### config.mk
export PLATFORM = sky130hd
export DESIGN_NAME = fir_tdm_flat
export DESIGN_NICKNAME = d
export VERILOG_FILES = /design/src/rtl/fir_tdm_if.sv /design/src/rtl/fir_tdm.sv /design/src/flat_wrapper.sv
export SDC_FILE = /design/constraint.sdc
export NUM_CORES = 2
export LEC_CHECK = 0
export CAP_MARGIN = 30
export CORE_MARGIN = 5
export CORE_UTILIZATION = 41
export CTS_CLUSTER_SIZE = 40
export DETAILED_ROUTE_END_ITERATION = 12
export DONT_BUFFER_PORTS = 1
export SYNTH_ARGS = -nofsm -noshare
export SYNTH_HDL_FRONTEND = slang
export SYNTH_SLANG_ARGS = --single-unit
### constraint.sdc
create_clock -name clk_i -period 34.3 [get_ports clk_i]
set_input_delay 1.715 -clock clk_i [delete_from_list [all_inputs] [get_ports clk_i]]
set_output_delay 1.715 -clock clk_i [all_outputs]
set_load 0.1 [all_outputs]
### src/rtl/fir_tdm_if.sv
// Sample/coefficient bus of the time-multiplexed FIR: coefficient write port,
// valid/ready sample input and the held result with its one-cycle valid pulse.
interface fir_tdm_if #(
  parameter int D_BITS = 16,
  parameter int M_BITS = 16,
  parameter int N_TAPS = 32
);
  localparam int CA_BITS = $clog2(N_TAPS);
  localparam int O_BITS  = D_BITS + M_BITS + $clog2(N_TAPS);

  logic                      coef_wr_i;
  logic [CA_BITS-1:0]        coef_addr_i;
  logic signed [M_BITS-1:0]  coef_data_i;
  logic                      x_valid_i;
  logic                      x_ready_o;
  logic signed [D_BITS-1:0]  x_i;
  logic                      y_valid_o;
  logic signed [O_BITS-1:0]  y_o;

  modport master (
    output coef_wr_i, coef_addr_i, coef_data_i, x_valid_i, x_i,
    input  x_ready_o, y_valid_o, y_o
  );

  modport slave (
    input  coef_wr_i, coef_addr_i, coef_data_i, x_valid_i, x_i,
    output x_ready_o, y_valid_o, y_o
  );
endinterface

### src/rtl/fir_tdm.sv
// Time-multiplexed FIR: one shared multiplier/accumulator, programmable taps,
// optional symmetric pre-adder, valid/ready sample input.
//
// state | meaning
// IDLE  | ready for a sample; coefficient writes accepted
// MAC   | one product per cycle into the accumulator, K cycles
// DONE  | y_valid_o pulse, result held on y_o
module fir_tdm #(
  parameter int D_BITS = 16,
  parameter int M_BITS = 16,
  parameter int N_TAPS = 32,
  parameter int SYM    = 1
) (
  input logic     clk_i,
  input logic     rst_i,
  fir_tdm_if.slave bus
);
  localparam int K        = (SYM != 0) ? N_TAPS / 2 : N_TAPS;
  localparam int CA_BITS  = $clog2(N_TAPS);
  localparam int O_BITS   = D_BITS + M_BITS + $clog2(N_TAPS);
  localparam int IDX_BITS = (K > 1) ? $clog2(K) : 1;
  localparam int P_BITS   = D_BITS + M_BITS + 1;
  localparam logic [IDX_BITS-1:0] IDX_LAST = IDX_BITS'(K - 1);
  localparam logic [CA_BITS:0]    K_LIM    = (CA_BITS + 1)'(K);

  typedef enum logic [1:0] {IDLE, MAC, DONE} state_e;

  state_e                   state_q;
  logic                     x_ready_q;
  logic                     y_valid_q;
  logic signed [O_BITS-1:0] y_q;
  logic signed [O_BITS-1:0] acc_q;
  logic signed [O_BITS-1:0] acc_d;
  logic [IDX_BITS-1:0]      idx_q;
  logic signed [D_BITS-1:0] d_q [N_TAPS];
  logic signed [M_BITS-1:0] c_q [K];

  logic signed [D_BITS-1:0] tap_a;
  logic signed [D_BITS:0]   pre;
  logic signed [M_BITS-1:0] c_sel;
  logic signed [P_BITS-1:0] prod;
  logic                     coef_we;

  assign tap_a = d_q[CA_BITS'(idx_q)];
  assign c_sel = c_q[idx_q];

  // Symmetric mode folds tap idx with its mirror before the single multiply.
  if (SYM != 0) begin : g_sym
    localparam logic [CA_BITS-1:0] TAP_LAST = CA_BITS'(N_TAPS - 1);
    logic [CA_BITS-1:0]       mirror;
    logic signed [D_BITS-1:0] tap_b;
    assign mirror = TAP_LAST - CA_BITS'(idx_q);
    assign tap_b  = d_q[mirror];
    assign pre    = {tap_a[D_BITS-1], tap_a} + {tap_b[D_BITS-1], tap_b};
  end else begin : g_gen
    assign pre = {tap_a[D_BITS-1], tap_a};
  end

  assign prod  = c_sel * pre;
  assign acc_d = acc_q + {{(O_BITS - P_BITS){prod[P_BITS-1]}}, prod};

  assign coef_we = (state_q == IDLE) && bus.coef_wr_i &&
                   ({1'b0, bus.coef_addr_i} < K_LIM);

  always_ff @(posedge clk_i) begin
    if (rst_i) begin
      state_q   <= IDLE;
      x_ready_q <= 1'b1;
      y_valid_q <= 1'b0;
      y_q       <= '0;
      acc_q     <= '0;
      idx_q     <= '0;
      for (int k = 0; k < N_TAPS; k++) d_q[k] <= '0;
      for (int k = 0; k < K; k++)      c_q[k] <= '0;
    end else begin
      y_valid_q <= 1'b0;
      if (coef_we) c_q[bus.coef_addr_i[IDX_BITS-1:0]] <= bus.coef_data_i;
      case (state_q)
        IDLE: begin
          if (bus.x_valid_i) begin
            d_q[0] <= bus.x_i;
            for (int k = 1; k < N_TAPS; k++) d_q[k] <= d_q[k-1];
            acc_q     <= '0;
            idx_q     <= '0;
            x_ready_q <= 1'b0;
            state_q   <= MAC;
          end
        end
        MAC: begin
          if (idx_q == IDX_LAST) begin
            y_q       <= acc_d;
            y_valid_q <= 1'b1;
            state_q   <= DONE;
          end else begin
            acc_q <= acc_d;
            idx_q <= idx_q + 1'b1;
          end
        end
        DONE: begin
          x_ready_q <= 1'b1;
          state_q   <= IDLE;
        end
        default: begin
          x_ready_q <= 1'b1;
          state_q   <= IDLE;
        end
      endcase
    end
  end

  assign bus.x_ready_o = x_ready_q;
  assign bus.y_valid_o = y_valid_q;
  assign bus.y_o       = y_q;
endmodule
### src/flat_wrapper.sv
// flat-port wrapper written by rule: the top's interface ports become plain ports
module fir_tdm_flat 
#(
  parameter int D_BITS = 16,
  parameter int M_BITS = 16,
  parameter int N_TAPS = 32,
  parameter int SYM    = 1
)
  (clk_i, rst_i, bus_coef_wr_i, bus_coef_addr_i, bus_coef_data_i, bus_x_valid_i, bus_x_i, bus_x_ready_o, bus_y_valid_o, bus_y_o);
  fir_tdm_if #(.D_BITS(D_BITS), .M_BITS(M_BITS), .N_TAPS(N_TAPS)) bus_i ();
  input logic clk_i;
  input logic rst_i;
  input wire logic [$bits(bus_i.coef_wr_i)-1:0] bus_coef_wr_i;
  input wire logic [$bits(bus_i.coef_addr_i)-1:0] bus_coef_addr_i;
  input wire logic [$bits(bus_i.coef_data_i)-1:0] bus_coef_data_i;
  input wire logic [$bits(bus_i.x_valid_i)-1:0] bus_x_valid_i;
  input wire logic [$bits(bus_i.x_i)-1:0] bus_x_i;
  output wire logic [$bits(bus_i.x_ready_o)-1:0] bus_x_ready_o;
  output wire logic [$bits(bus_i.y_valid_o)-1:0] bus_y_valid_o;
  output wire logic [$bits(bus_i.y_o)-1:0] bus_y_o;
  assign bus_i.coef_wr_i = bus_coef_wr_i;
  assign bus_i.coef_addr_i = bus_coef_addr_i;
  assign bus_i.coef_data_i = bus_coef_data_i;
  assign bus_i.x_valid_i = bus_x_valid_i;
  assign bus_i.x_i = bus_x_i;
  assign bus_x_ready_o = bus_i.x_ready_o;
  assign bus_y_valid_o = bus_i.y_valid_o;
  assign bus_y_o = bus_i.y_o;
  fir_tdm #(.D_BITS(D_BITS), .M_BITS(M_BITS), .N_TAPS(N_TAPS), .SYM(SYM)) u_core (.clk_i(clk_i), .rst_i(rst_i), .bus(bus_i));
endmodule
Word level (Yosys, flattened, before mapping)
Memories as Yosys holds them, arrays and structs flattened. A register that Yosys moved wholly into a read port is not among the register bits.
Cells that the tools add are included.
{"block": "word_totals", "register_bits": 82, "output_inout_bits": 39, "in_bits": 41, "mem_count": 2, "ram_bits": 768}
{"name": "u_core.d_q", "depth": 32, "width": 16, "rd": 33, "rd_ports_with_merged_regs": 1, "wr": 32, "line_no": "fir_tdm.sv:35", "source": "logic signed [D_BITS-1:0] d_q [N_TAPS];"}
{"name": "u_core.c_q", "depth": 16, "width": 16, "rd": 1, "rd_ports_with_merged_regs": 1, "wr": 16, "line_no": "fir_tdm.sv:36", "source": "logic signed [M_BITS-1:0] c_q [K];"}
{"block": "classes", "add_sub_neg": 4, "muxes": 60, "order_cmp": 1, "bitwise": 33, "mul": 1, "n_eq_ne": 5, "reduce_logical": 10}
{"operator": "2-to-1 mux 16 bit", "n": 33}
{"operator": "2-to-1 mux 37 bit", "n": 2}
{"operator": "one-hot mux 37 bit (2 select lines)", "n": 1}
{"operator": "adder 37 bit", "n": 1}
{"operator": "multiplier 16 x 17 -> 33 bit", "n": 1}
{"operator": "bitwise OR 1 bit", "n": 32}
{"operator": "2-to-1 mux 4 bit", "n": 5}
{"operator": "adder 16 x 16 -> 17 bit", "n": 1}
{"operator": "OR reduction 16 bit", "n": 1}
{"operator": "2-to-1 mux 1 bit", "n": 12}
{"operator": "2-to-1 mux 5 bit", "n": 2}
{"operator": "one-hot mux 4 bit (2 select lines)", "n": 1}
{"operator": "AND reduction 2 bit", "n": 3}
{"operator": "< comparator 5 bit (second input constant)", "n": 1}
{"operator": "subtractor 5 x 4 -> 5 bit (first input constant)", "n": 1}
{"operator": "adder 4 x 1 -> 4 bit (second input constant)", "n": 1}
{"operator": "equality test 4 bit (second input constant)", "n": 1}
{"operator": "2-to-1 mux 2 bit", "n": 2}
{"operator": "!= test 2 bit (second input constant)", "n": 2}
{"operator": "one-hot mux 2 bit (2 select lines)", "n": 1}
{"operator": "AND reduction 3 bit", "n": 1}
{"operator": "equality test 2 x 1 -> 1 bit (second input constant)", "n": 1}
{"operator": "logical AND 1 bit", "n": 2}
{"operator": "logical NOT 2 bit", "n": 1}
{"operator": "other kinds (5)", "n": 5}

Depth between registers and ports, before layout
{"block": "logic_depth", "depth_word": 8, "depth_mapped": 50, "depth_no_buf": 45}

Least setup slack after synthesis
Ideal clock, no wire load.
{"block": "synth_path", "kind": "input-to-reg", "from": "in rst_i", "to": "reg with a tool-made name", "setup_slack_ns": 21.254, "stages": 5, "path_buffers": 2, "setup_time_ns": 0.596, "arrival_time_ns": 12.450, "path_cell_list": "clkbuf_1 > clkbuf_1 > a21oi_1 > inv_1 > nor2_1"}
{"element": "from (decl)", "line_no": "flat_wrapper.sv:12", "source": "input logic rst_i;"}

==> flow_metrics.tcl <==
set metrics [dict create \
    routed_via_density 5.19 \
    max_stage_delay_ns 0.87 \
    yosysTopAreaCell "edfxtp_1" \
    routed_wl_um 111000 \
    syn-num-nets 4301 \
    rows 128 \
    routabilityCongestion 0.839 \
    fin_crit_sh_pct 39.9 \
    final.setup.tns_ns 0 \
    setup_viol 0 \
    antenna_left 0 \
    fin_crit_ns 13.69 \
    clock-sinks 854 \
    overflow 0 \
    async_flop_share_pct 0 \
    relSlewSlack_pct 30.7 \
    drc 0 \
    path_max_fanout 41 \
    maxSlewViolCount 0 \
    yosysUniqueCellTypes 75 \
    worstPathArrival_ns 14.26 \
    hold_viol 0 \
    seq_area_frac_synth_pct 49.6 \
    drt_iter0_drc 2287 \
    clockBufferDepth 3 \
    drive_above_1_share_pct 12.8 \
    synth_seq_cells 854 \
    drv_cap 0 \
    critPathCaptureType "flip-flop" \
    ys_top_cells_by_area "edfxtp_1 (46%), fa_1 (11%), mux4_2 (11%)" \
    yosysWarningCount 0 \
    slowest_stage "dfxtp_4" \
    cts-htree-levels 3 \
    rsz0062_at_grt "no" \
    cp-endpoint "u_core.bus.y_o[36]$_SDFFE_PP0P_" \
    dr.pass1.iters 7 \
    avgSynthCellArea_um2 13.0 \
    ioPinCount 80 \
    synth-edff-count 768 \
    fmax_ghz 0.0731 \
    cp.required_ns 34.88 \
    cts_resized 0 \
    synth_flop_cell "edfxtp_1" \
    wire_per_inst_um 20.1 \
    grt_pass1_vias 29300 \
    clkTransAtPathRegs_ns 0.06 \
    grt_usage_pct 17.0 \
    synth_cells 3844 \
    die_width_um 359 \
    multi_input_area_um2 23100 \
    core_um2 121000 \
    dp_hpwl_um 73000 \
    worstMarginPinSlew_ns 1.04 \
    postCtsSetupBuffers 0 \
    insertion_delay_ns 0.69 \
    area_growth_pct 10.2 \
    ctsHoldBuffers 0 \
    cts_tree "done" \
    clk_root_buffer_cell "clkbuf_16" \
    antenna_found_initial 5 \
    synth_top_cell_area_share_pct 46.2 \
    fillers 11000 \
    rrSetupSlack_ns 20.61 \
    synth_area_um2 49900 \
    seqCellArea_um2 24800 \
    r2r_cells 45 \
    finalNetCount 4276 \
    outcome "complete, no violations" \
    cts_buffers 93 \
    initial_core_util_pct 41.1 \
    fin_skew_ns 0.0559 \
    hp-class "reg -> reg" \
    path_common_cell "fa_1" \
    fp.dieH_um 359 \
    vias 28700 \
    grt_first_pass_wirelength_um 174000 \
    critical_path_class "reg -> reg" \
    grt_max_degree 304 \
    worstReg2RegEnd "u_core.bus.y_o[36]$_SDFFE_PP0P_" \
    cp-start-kind "flip-flop" \
    portBuffers 0 \
    die_area_um2 129000 \
]
[registers in the layout (all words and copies together) (netlist names), named ones only]
signal,cells
u_core.d_q,512
u_core.bus.y_o,37
u_core.idx_q,4
u_core.state_q,2
u_core.bus.x_ready_o,1
u_core.c_q,256
u_core.bus.y_valid_o,1
u_core.acc_q,37
[synthesized netlist by cell type, drive strengths merged, types with 3 or more instances]
library cell and instances:
nand2b 21, mux2 7, o41ai 3, nand4 11
dfxtp 86, a311o 3, o21bai 9, nand4b 3
nand3 46, nor2 153, ha 137, buf 40
xnor2 61, a31oi 13, a211o 5, a21o 24
o21a 13, mux4 233, o211ai 7, o21ai 57
edfxtp 768, xor2 29, fa 279, and3 11
or4 3, a211oi 11, or2 13, and2 592
a21oi 122, o22ai 3, inv 339, nor2b 243
mux2i 9, a221oi 3, nor3 22, nand2 252
o31ai 5, a31o 3, clkbuf 167, or3 7
o2111ai 3, a22oi 3
[layout make-up]
class                      instances  area share, %
sequential                       854           45.1
multi-input combinational       2444           41.9
clock buffer                     108           4.35
tap                             1625           3.69
inverter                         339           2.33
timing repair buffer              87           1.47
clock inverter                    63           1.15
antenna                            2        0.00909
[layout by cell type, fill, tap and decap left out, types with 11 or more instances in the layout]
master,netlist,final
clkbuf_16,0,93
nor2_1,153,151
buf_4,1,73
nor2b_1,243,243
nand2_1,252,252
dfxtp_1,86,80
and2_1,592,592
nand3_1,46,46
xnor2_1,61,61
inv_1,338,337
nand2b_1,21,21
fa_1,279,279
clkinv_2,0,15
ha_1,137,137
o21ai_1,10,24
a21o_1,22,22
nor3_1,22,22
clkinv_1,0,26
mux4_2,233,233
a31oi_1,13,13
edfxtp_1,768,768
clkbuf_1,167,17
a21oi_1,118,118
or2_2,13,13
nand4_1,11,11
xor2_1,28,28
o21a_1,13,13
o21ai_0,47,33
and3_1,11,11
[routing by layer]
layer	vias up	wire [um]	GRT usage [%]
met5	-	0	0
met1	14500	52200	25.1
met3	145	6480	3.16
li1	13300	-	-
met2	705	49800	26.3
met4	0	2580	4.39
[critical path: cells and delay by family (launching register included)]
family,cells,cell delay [ns]
AO/OA/AOI/OAI,17,3.73
AND/OR/NAND/NOR,7,1.55
flip-flops,1,0.87
XOR/XNOR,2,0.27
buffers and inverters,8,1.79
multiplexers,2,1.14
adder cells (fa/ha/maj),9,4.11
[per-stage QoR]
stage / cell area (um^2) / util, % / hold slack (ns) / setup WS, ns / cells
after global routing: 55000 / 45.3 / 0.487 / 19.51 / 5520
final: 55000 / 45.3 / 0.467 / 20.61 / 5522
after CTS: 55000 / 45.3 / 0.460 / 20.48 / 5515
after detailed placement: 51900 / 42.8 / 0.454 / 20.54 / 5344
after floorplan: 49900 / - / 0.436 / 21.25 / 3844
after global placement: 51800 / 42.7 / 0.446 / 20.64 / 5336
[cells by family after synthesis]
family,after synthesis,synth area share [%]
XOR/XNOR,90,1.62
AO/OA/AOI/OAI,304,3.91
adder cells (fa/ha/maj),416,14.6
AND/OR/NAND/NOR,1385,15.2
buffers and inverters,546,4.17
flip-flops,854,49.6
multiplexers,249,10.8
[worst min-delay path by stage]
stage / startpoint / end / slack, ns / cells past startpoint
2_1_floorplan: u_core.acc_q[0]$_SDFFE_PP0P_ / u_core.acc_q[0]$_SDFFE_PP0P_ / 0.44 / 2
6_report: u_core.acc_q[0]$_SDFFE_PP0P_ / u_core.acc_q[0]$_SDFFE_PP0P_ / 0.47 / 2
3_5_place_dp: u_core.acc_q[0]$_SDFFE_PP0P_ / u_core.acc_q[0]$_SDFFE_PP0P_ / 0.45 / 2
3_3_place_gp: u_core.acc_q[0]$_SDFFE_PP0P_ / u_core.acc_q[0]$_SDFFE_PP0P_ / 0.45 / 2
5_1_grt: u_core.acc_q[0]$_SDFFE_PP0P_ / u_core.acc_q[0]$_SDFFE_PP0P_ / 0.49 / 2
4_1_cts: u_core.acc_q[0]$_SDFFE_PP0P_ / u_core.acc_q[0]$_SDFFE_PP0P_ / 0.46 / 2
Power is not shown: default switching activity piles up to over one toggle a cycle in this logic, so the estimate is an artifact.
